`src/rtl/rgb_fpga_row_scheduler.sv`:
```
// Row sequencer for the RGB matrix line engine: fetch a row, start the line
// engine, wait for all PWM sub-frames, blank, advance the row address.
module rgb_fpga_row_scheduler #(
    parameter int ROWS         = 16,
    parameter int ADDR_W       = 4,
    parameter int BLANK_CYCLES = 4,
    parameter int TIMEOUT      = 65535
) (
    input  logic              clk,
    input  logic              rst_n,
    input  logic              enable,
    output logic              fb_rd_en,
    output logic [ADDR_W-1:0] fb_rd_row,
    input  logic              fb_rd_valid,
    input  logic [255:0]      fb_rd_data,
    output logic [255:0]      line_data,
    output logic              line_start,
    input  logic              line_rdy,
    output logic [ADDR_W-1:0] row_addr,
    output logic              blank,
    output logic              frame_done,
    output logic              timeout_err
);

    localparam int WD_W = $clog2(TIMEOUT + 1);
    localparam int BC_W = $clog2(BLANK_CYCLES + 1);
    localparam logic [ADDR_W-1:0] ROW_LAST = ADDR_W'(ROWS - 1);
    localparam logic [WD_W-1:0]   WD_MAX   = WD_W'(TIMEOUT);
    localparam logic [BC_W-1:0]   BC_MAX   = BC_W'(BLANK_CYCLES);

    typedef enum logic [2:0] {
        IDLE,
        FETCH,
        WAIT_DATA,
        START,
        RUN,
        BLANK
    } state_t;

    state_t            state, state_nxt;
    logic [ADDR_W-1:0] row_cnt, row_cnt_nxt;
    logic              armed, armed_nxt;
    logic [WD_W-1:0]   wd_cnt, wd_cnt_nxt;
    logic [BC_W-1:0]   blk_cnt, blk_cnt_nxt;
    logic [ADDR_W-1:0] fb_rd_row_nxt, row_addr_nxt;
    logic              fb_rd_en_nxt, line_start_nxt, blank_nxt;
    logic              frame_done_nxt, timeout_err_nxt;
    logic              capture, go_blank;

    always_comb begin
        state_nxt       = state;
        row_cnt_nxt     = row_cnt;
        armed_nxt       = armed;
        wd_cnt_nxt      = wd_cnt;
        blk_cnt_nxt     = blk_cnt;
        fb_rd_row_nxt   = fb_rd_row;
        row_addr_nxt    = row_addr;
        frame_done_nxt  = 1'b0;
        timeout_err_nxt = timeout_err;
        capture         = 1'b0;
        go_blank        = 1'b0;

        case (state)
            IDLE:      state_nxt = FETCH;
            FETCH:     state_nxt = WAIT_DATA;
            WAIT_DATA: begin
                if (fb_rd_valid) begin
                    capture   = 1'b1;
                    state_nxt = START;
                end
            end
            START: begin
                state_nxt  = RUN;
                armed_nxt  = 1'b0;
                wd_cnt_nxt = WD_W'(1);
            end
            RUN: begin
                // wd_cnt holds the number of RUN cycles including the current one
                if (wd_cnt == WD_MAX) begin
                    timeout_err_nxt = 1'b1;
                    go_blank        = 1'b1;
                end else if (armed && line_rdy) begin
                    go_blank = 1'b1;
                end else begin
                    wd_cnt_nxt = wd_cnt + 1'b1;
                    if (!line_rdy)
                        armed_nxt = 1'b1;
                end
            end
            BLANK: begin
                if (blk_cnt == BC_MAX)
                    state_nxt = FETCH;
                else
                    blk_cnt_nxt = blk_cnt + 1'b1;
            end
            default:   state_nxt = IDLE;
        endcase

        if (go_blank) begin
            state_nxt   = BLANK;
            blk_cnt_nxt = BC_W'(1);
            if (row_cnt == ROW_LAST) begin
                row_cnt_nxt    = '0;
                frame_done_nxt = 1'b1;
            end else begin
                row_cnt_nxt = row_cnt + 1'b1;
            end
            row_addr_nxt = row_cnt_nxt;
        end

        // Outputs are registered from the next state so they align with it
        fb_rd_en_nxt   = (state_nxt == FETCH);
        line_start_nxt = (state_nxt == START);
        blank_nxt      = !(state_nxt == START || state_nxt == RUN);
        if (state_nxt == FETCH)
            fb_rd_row_nxt = row_cnt_nxt;
    end

    always_ff @(posedge clk) begin
        if (!rst_n || !enable) begin
            state       <= IDLE;
            row_cnt     <= '0;
            armed       <= 1'b0;
            wd_cnt      <= '0;
            blk_cnt     <= '0;
            fb_rd_en    <= 1'b0;
            fb_rd_row   <= '0;
            line_start  <= 1'b0;
            row_addr    <= '0;
            blank       <= 1'b1;
            frame_done  <= 1'b0;
            timeout_err <= 1'b0;
        end else begin
            state       <= state_nxt;
            row_cnt     <= row_cnt_nxt;
            armed       <= armed_nxt;
            wd_cnt      <= wd_cnt_nxt;
            blk_cnt     <= blk_cnt_nxt;
            fb_rd_en    <= fb_rd_en_nxt;
            fb_rd_row   <= fb_rd_row_nxt;
            line_start  <= line_start_nxt;
            row_addr    <= row_addr_nxt;
            blank       <= blank_nxt;
            frame_done  <= frame_done_nxt;
            timeout_err <= timeout_err_nxt;
        end
    end

    // Row data survives a disable so the panel content is not disturbed
    always_ff @(posedge clk) begin
        if (!rst_n)
            line_data <= '0;
        else if (capture && enable)
            line_data <= fb_rd_data;
    end

endmodule

```
`config.mk`:
```
export PLATFORM = sky130hd
export DESIGN_NAME = rgb_fpga_row_scheduler
export DESIGN_NICKNAME = d
export VERILOG_FILES = /design/src/rtl/rgb_fpga_row_scheduler.sv
export SDC_FILE = /design/constraint.sdc
export NUM_CORES = 1
export LEC_CHECK = 0
export BUFFER_PORTS_ARGS = -buffer_cell sky130_fd_sc_hd__buf_2
export CAP_MARGIN = 5
export CELL_PAD_IN_SITES_DETAIL_PLACEMENT = 1
export CELL_PAD_IN_SITES_GLOBAL_PLACEMENT = 1
export CORE_MARGIN = 5
export CORE_UTILIZATION = 25
export CTS_CLUSTER_DIAMETER = 80
export DETAILED_ROUTE_END_ITERATION = 12
export PLACE_DENSITY = 0.63
export SKIP_LAST_GASP = 1
export SLEW_MARGIN = 0
export SYNTH_ARGS = -nofsm -noshare
export SYNTH_HDL_FRONTEND = slang
export SYNTH_SLANG_ARGS = --single-unit
export TNS_END_PERCENT = 5
```
`constraint.sdc`:
```
create_clock -name clk -period 2.22 [get_ports clk]
set_input_delay 0.111 -clock clk [delete_from_list [all_inputs] [get_ports clk]]
set_output_delay 0.111 -clock clk [all_outputs]
set_load 0.03 [all_outputs]
```
==> results.txt, run 1 <==
Area share of the largest cell type after synthesis -> 52.4%
GP Congestion -> 0.816
Router iterations before antenna repair -> 4
Critical path start-end classification -> reg -> reg
Worst hold path class -> in -> reg
RR Endpoint -> line_data[43]
Number of buffers created by CTS -> 37
Arrival time of the worst setup path -> 2510 ps
Final period utilization -> 95.0%
Layout Skew -> 20.2 ps
Number of synthesis warnings -> 0
Flops & latches, synth -> 296
Die Wd -> 223 um
Max Cap Viol -> 0
Worst reg2reg path depth -> 7
Leading area contributor after synthesis -> dfxtp_1
Die Ht -> 223 um
Most frequent cells in the layout -> 528 x buf_2, 525 x nand2_1, 296 x dfxtp_1, 260 x dlygate4sd3_1, 240 x a21boi_1
TritonCTS clock tree -> built
H-Tree Depth -> 2
Vias in the first global route -> 13200
Core ar. -> 45100 um^2
Seq. cell area -> 5930 um^2
CP delay by family, top -> simple AND/OR/NAND/NOR gates
Synthesized area -> 11300 um^2
Post-route DRC -> 0
# nets final -> 2342
Worst Path Max Fanout -> 128
Initial antenna violation count -> 4
First-pass GRT wire length -> 73.2 mm
Vias/cell -> 4.45
PD cells -> 669 nW/um^2
Largest net degree at the start of global routing -> 133
Final Util -> 40.9%
Status -> complete, no violations
Syn Area/Cell -> 8.59 um^2
Worst EP required -> 2620 ps
Clk buf depth -> 3
Largest cells by area after synthesis -> dfxtp_1 52%, nand2_1 17%, a21boi_1 16%
Initial Util -> 25.1%
Stages on worst setup path -> 7
Clock Pin Slew Worst Setup and Hold Paths -> 60 ps
Final WL -> 46.9 mm
Pins Over Slew Limit -> 0
Final Critical Period -> 2110 ps
Number of port buffers -> 529
Clk_lat worst skew -> 540 ps
Critical path endpoint -> line_data[43]
# rows -> 78
IO Count -> 530
Post-DP HPWL -> 30.1 mm
Worst r2r src -> state[1]
Seq/Total Area, Yosys -> 52.4%
Yosys cell types -> 43
Fmax -> 0.474 GHz
RSZ-0062 raised after global routing -> false
Slew HR -> 50.3%
CP endpoint kind -> flip-flop
Final hold violation count -> 0
Area after DPL -> 14600 um^2
Leak pwr -> 7.95 nW
DR WL/cell -> 17.3 um
Vias -> 12100
Max rail drop VDD -> 0.000508 V
CP Cell Sequence -> inv_1 -> nor4b_2 -> buf_4 -> nand2_4 -> buf_12 -> nand2_1 -> a21boi_1
Total track usage -> 18.0%
Design Area, Final -> 18400 um^2
Crit path buf inv count -> 3
Slowest cell on the critical path -> dfxtp_1
Fillers -> 5406
Routed Antenna Nets -> 0
Final setup viols -> 0
Clock sink total -> 296
Iter 0 DRT Violations -> 427
Total power -> 12.3 mW
Worst reg2reg setup slack -> 110 ps
Total gr overflow -> 0
Commonest non-fill, non-tap cell in the layout -> buf_2
CP startpoint kind -> flip-flop
Syn Inst Count -> 1318
Syn nets -> 1583
Sum Neg Setup Slack -> 0 ps
Area Overhead vs Synth -> 63.0%
CP max stage delay -> 530 ps
Root Buffer -> clkbuf_16
Worst-Margin Slew -> 746 ps
Area of the multi-input gates -> 4920 um^2
Share of cells above drive strength 1 -> 29.8%
DIE AREA -> 49600 um^2
Crit path from -> state[1]
[cells in the mapped netlist]
cell,count
o41ai_4,1
nand3_1,11
nor2_1,27
mux2i_1,5
buf_6,5
and2_1,4
nor3_2,1
clkbuf_1,60
nand4_2,1
a211oi_2,3
a2111oi_2,2
nor4_4,1
nor4_1,3
a21boi_1,240
a21o_1,3
and3_1,1
o21ai_0,7
a21oi_1,15
ha_1,4
xnor2_1,13
nand4_1,5
o211a_1,1
nand2_1,526
a2111oi_4,1
or3b_4,1
nor4_2,2
inv_1,6
nor4b_2,1
or3_1,1
nor3b_4,1
a21oi_2,1
nor3_1,8
buf_2,19
a21boi_0,16
o21ai_1,1
nand3b_1,2
buf_4,11
nand4b_1,1
a31oi_1,3
a21boi_4,1
xor2_1,4
and4_1,3
dfxtp_1,296
[where the power goes]
group | switching, mW | internal [mW]
logic | 0.410 | 0.600
registers | 0.0245 | 5.35
clock network | 2.36 | 3.59
total | 2.79 | 9.54
[worst min-delay path by stage]
stage | from | to | slack, ps | cells past startpoint
3_3_place_gp | fb_rd_data[247] | line_data[247] | 350 | 3
2_1_floorplan | fb_rd_data[0] | line_data[0] | 250 | 2
3_5_place_dp | fb_rd_data[189] | line_data[189] | 360 | 3
5_1_grt | fb_rd_data[254] | line_data[254] | 350 | 4
6_report | fb_rd_data[50] | line_data[50] | 360 | 4
4_1_cts | fb_rd_data[2] | line_data[2] | 310 | 4
[cell families after synthesis]
group	count (synthesis)	synth area share (%)
and+or+nand+nor	600	21.4
DFF	296	52.4
AOI/OAI and AO/OA	295	19.8
buffers and inverters	101	4.26
xor gates and xnor gates	17	1.32
muxes	5	0.442
adders and majority gates	4	0.442
[stage by stage]
step	hold slack (ps)	std cells	setup WS, ps
floorplan	246	1318	446
global placement	348	2378	322
detailed placement	358	2378	270
CTS	315	2705	217
global route	348	2708	22.9
finish	364	2709	110
[sequential cells by signal, indices dropped and copies added, names as in the netlist]
register	cells
fb_rd_en	1
fb_rd_row	4
blank	1
line_start	1
state	3
timeout_err	1
blk_cnt	3
wd_cnt	16
row_addr	4
frame_done	1
line_data	256
row_cnt	4
armed	1
[layout make-up]
class,count,share of cell area (%)
Clock buffer,60,6.10
Timing Repair Buffer,815,30.4
Clock inverter,7,0.400
Sequential cell,296,32.1
Antenna cell,4,0.0543
Inverter,6,0.122
Multi-Input combinational cell,921,26.7
Tap cell,600,4.07
[timing repair]
action | 4_1_cts | 5_1_grt
resized for setup | 0 | 0
setup endpoints to repair | 0 | 0
hold buffers | 260 | 0
hold endpoints to repair | 258 | 0
setup buffers | 0 | 0
[routing by layer]
metal	part of all wire [%]	up-vias	wire length (um)	track usage [%]
met5	0.028	-	13	0
met4	5.2	2	2460	9.41
met3	6.3	132	2940	4.90
met2	50	370	23400	32.1
met1	38	5726	18000	19.6
li1	-	5826	-	-
[worst reg2reg max path: cells and delay by family (launching register included)]
| family | cells | cell delay, ps |
|---|---|---|
| flops | 1 | 530 |
| compound gates | 1 | 110 |
| simple gates | 3 | 860 |
| buf+inv | 3 | 480 |
No activity file was read; power rests on OpenSTA's default activity.
==> inputs of run 2 (changes only) <==
--- a/config.mk
+++ b/config.mk
@@ -7,11 +7,11 @@
 export LEC_CHECK = 0
 export BUFFER_PORTS_ARGS = -buffer_cell sky130_fd_sc_hd__buf_2
 export CAP_MARGIN = 5
-export CELL_PAD_IN_SITES_DETAIL_PLACEMENT = 1
+export CELL_PAD_IN_SITES_DETAIL_PLACEMENT = 0
 export CELL_PAD_IN_SITES_GLOBAL_PLACEMENT = 1
 export CORE_MARGIN = 5
 export CORE_UTILIZATION = 25
-export CTS_CLUSTER_DIAMETER = 80
+export CTS_CLUSTER_DIAMETER = 30
 export DETAILED_ROUTE_END_ITERATION = 12
 export PLACE_DENSITY = 0.63
 export SKIP_LAST_GASP = 1
==> run 2 against run 1 <==
Effect of this change: via count is 1.5% lower; power is 52% higher; first-iteration DRC count is 22% higher; combinational power hardly changed; critical path type unchanged; register-to-register slack better by 70 ps; die area stayed put; flip-flop and latch count stayed put; non-clock buffer count stayed put; routed wire length is 9.9% lower; largest power group unchanged; sequential power hardly changed; global-route usage is 1.8 points lower; worst setup slack better by 66 ps.
==> results.txt, run 2 (synthesized netlist as in run 1, its figures left out) <==
Final WS setup -> 177 ps (+66.4 ps)
Final period utilization -> 92.0% (-3.0 points)
GP Congestion -> 0.816 (unchanged)
Slew HR -> 50.0% (-0.29 points)
IO Count -> 530 (unchanged)
Hold slack -> 309 ps (-54.5 ps)
CP startpoint kind -> flip-flop
Final hold violation count -> 0 (unchanged)
CP max stage delay -> 530 ps (about the same)
Number of port buffers -> 529 (unchanged)
RR Endpoint -> line_data[37]
RSZ-0062 raised after global routing -> false
Clock sink total -> 296 (unchanged)
Worst hold path class -> in -> reg
Clk buf depth -> 3 (unchanged)
Largest Register -> line_data
Iter 0 DRT Violations -> 522 (+22%)
Leak pwr -> 8.84 nW (+11%)
Core ar. -> 45100 um^2 (unchanged)
Pins Over Slew Limit -> 0 (unchanged)
Final setup viols -> 0 (unchanged)
# rows -> 78 (unchanged)
Root Buffer -> clkbuf_16
First-pass GRT wire length -> 66.3 mm (-9.4%)
Area after DPL -> 14600 um^2 (unchanged)
Met3 GRT Util -> 5.60% (+0.70 points)
Critical path endpoint -> line_data[37]
Worst-Margin Slew -> 750 ps (+4.29 ps)
Slowest cell on the critical path -> dfxtp_1
Fmax -> 0.489 GHz (+3.2%)
Top flop regs -> line_data (256), wd_cnt (16)
Router iterations before antenna repair -> 4 (unchanged)
DIE AREA -> 49600 um^2 (unchanged)
Post-DP HPWL -> 28.3 mm (-5.9%)
# nets final -> 2388 (+2.0%)
Most frequent cells in the layout -> 528 x buf_2, 525 x nand2_1, 296 x dfxtp_1, 260 x dlygate4sd3_1, 240 x a21boi_1
DR WL/cell -> 15.1 um (-12%)
Vias/cell -> 4.26 (-4.4%)
CP Cell Sequence -> inv_1 -> nor4b_2 -> buf_4 -> nand2_4 -> buf_12 -> nand2_1 -> a21boi_1
Status -> complete, no violations
Met2 Usage GRT -> 27.5% (-4.6 points)
Die Wd -> 223 um (unchanged)
Total track usage -> 16.3% (-1.8 points)
Post-route DRC -> 0 (unchanged)
CP endpoint kind -> flip-flop
Max rail drop VDD -> 0.000604 V (+19%)
Design Area, Final -> 20200 um^2 (+9.5%)
Antenna diodes -> 0 (-4)
Critical path start-end classification -> reg -> reg
Initial Util -> 25.1% (unchanged)
Final WL -> 42.2 mm (-9.9%)
Final Critical Period -> 2040 ps (-66.4 ps)
Worst Path Max Fanout -> 128 (unchanged)
Area Overhead vs Synth -> 78.5%
Die Ht -> 223 um (unchanged)
Max reg flops -> 256 (unchanged)
Crit path from -> state[1]
Vias in the first global route -> 12300 (-6.5%)
H-Tree Depth -> 3 (+1)
Final Util -> 44.8% (+3.9 points)
Min-Delay Path Depth -> 4 (unchanged)
Dpl ws -> 286 ps (+16.0 ps)
Number of buffers created by CTS -> 83 (+120%)
Worst reg2reg setup slack -> 180 ps (+70 ps)
Clk_lat worst skew -> 590 ps (+50 ps)
GR met1 Demand/Resource -> 18.5% (-1.1 points)
Post-CTS Setup Inserts -> 0 (unchanged)
Worst EP required -> 2690 ps (+70 ps)
Total gr overflow -> 0 (unchanged)
Largest net degree at the start of global routing -> 133 (unchanged)
Layout Skew -> 13.6 ps (-6.59 ps)
Arrival time of the worst setup path -> 2510 ps (about the same)
Initial antenna violation count -> 1 (-3)
Worst reg2reg path depth -> 7 (unchanged)
TritonCTS clock tree -> built
Routed Antenna Nets -> 0 (unchanged)
Sum Neg Setup Slack -> 0 ps (unchanged)
Worst r2r src -> state[1]
Max Cap Viol -> 0 (unchanged)
Busiest grt layer -> met2
Vias -> 11900 (-1.5%)
Share of cells above drive strength 1 -> 32.5% (+2.7 points)
Clock Pin Slew Worst Setup and Hold Paths -> 40 ps (-20 ps)
PD cells -> 927 nW/um^2 (+39%)
Commonest non-fill, non-tap cell in the layout -> buf_2
==> run 2: cell count changes in the layout (fill, tap and decap cells not counted) <==
cell	change
clkbuf_16	+46
clkinv_2	+16
clkbuf_8	+11
bufinv_16	+10
diode_2	-4
clkinv_16	+2
clkinv_8	+2
inv_6	-2
clkinv_4	-1
inv_16	+1
==> run 2: area by class of cell <==
type,instances,area [um^2]
fill,4410,24900
timing repair buffer,815,5610
clock buffer,117,2430
multi-input combinational,921,4920
clock inverter,35,541
tap,600,751
inverter,6,22.5
sequential,296,5930
==> run 2: routing by layer <==
layer / vias to the layer above / part of all wire (%) / routed length [um]
met1: 5452 / 40 / 16900
met3: 91 / 7.5 / 3150
met2: 388 / 49 / 20700
li1: 5940 / - / -
met4: 2 / 3.6 / 1500
met5: - / 0.028 / 12
==> run 2: critical path, delay by kind of cell (launching register included) <==
kind / cells / cell delay (ps)
AO/OA/AOI/OAI: 1 / 90
buffers and inverters: 3 / 480
flip-flops: 1 / 530
AND/OR/NAND/NOR: 3 / 600
==> run 2: per-stage QoR <==
| step | cells | total power [mW] |
|---|---|---|
| final | 2790 | 18.7 |
| after global routing | 2790 | 19.4 |
| after CTS | 2790 | 19.0 |
| after detailed placement | 2378 | 6.11 |
| after global placement | 2378 | 6.10 |
| after floorplan | 1318 | 5.77 |
==> run 2: how the worst min path moves through the flow <==
stage | startpoint | endpoint | slack, ps
floorplan | fb_rd_data[0] | line_data[0] | 250
global placement | fb_rd_data[247] | line_data[247] | 350
detailed placement | fb_rd_data[113] | line_data[113] | 360
CTS | fb_rd_data[2] | line_data[2] | 240
global route | fb_rd_data[86] | line_data[86] | 280
finish | fb_rd_data[176] | line_data[176] | 310
==> run 2: repair_timing <==
item / CTS / global route
hold buffers: 260 / 0
hold endpoints to repair: 259 / 0
resized for setup: 0 / 0
==> run 2: power breakdown <==
part	internal (mW)	switching, mW	total, mW
combinational	0.599	0.390	0.989
clock	8.83	3.50	12.3
sequential	5.38	0.0234	5.40
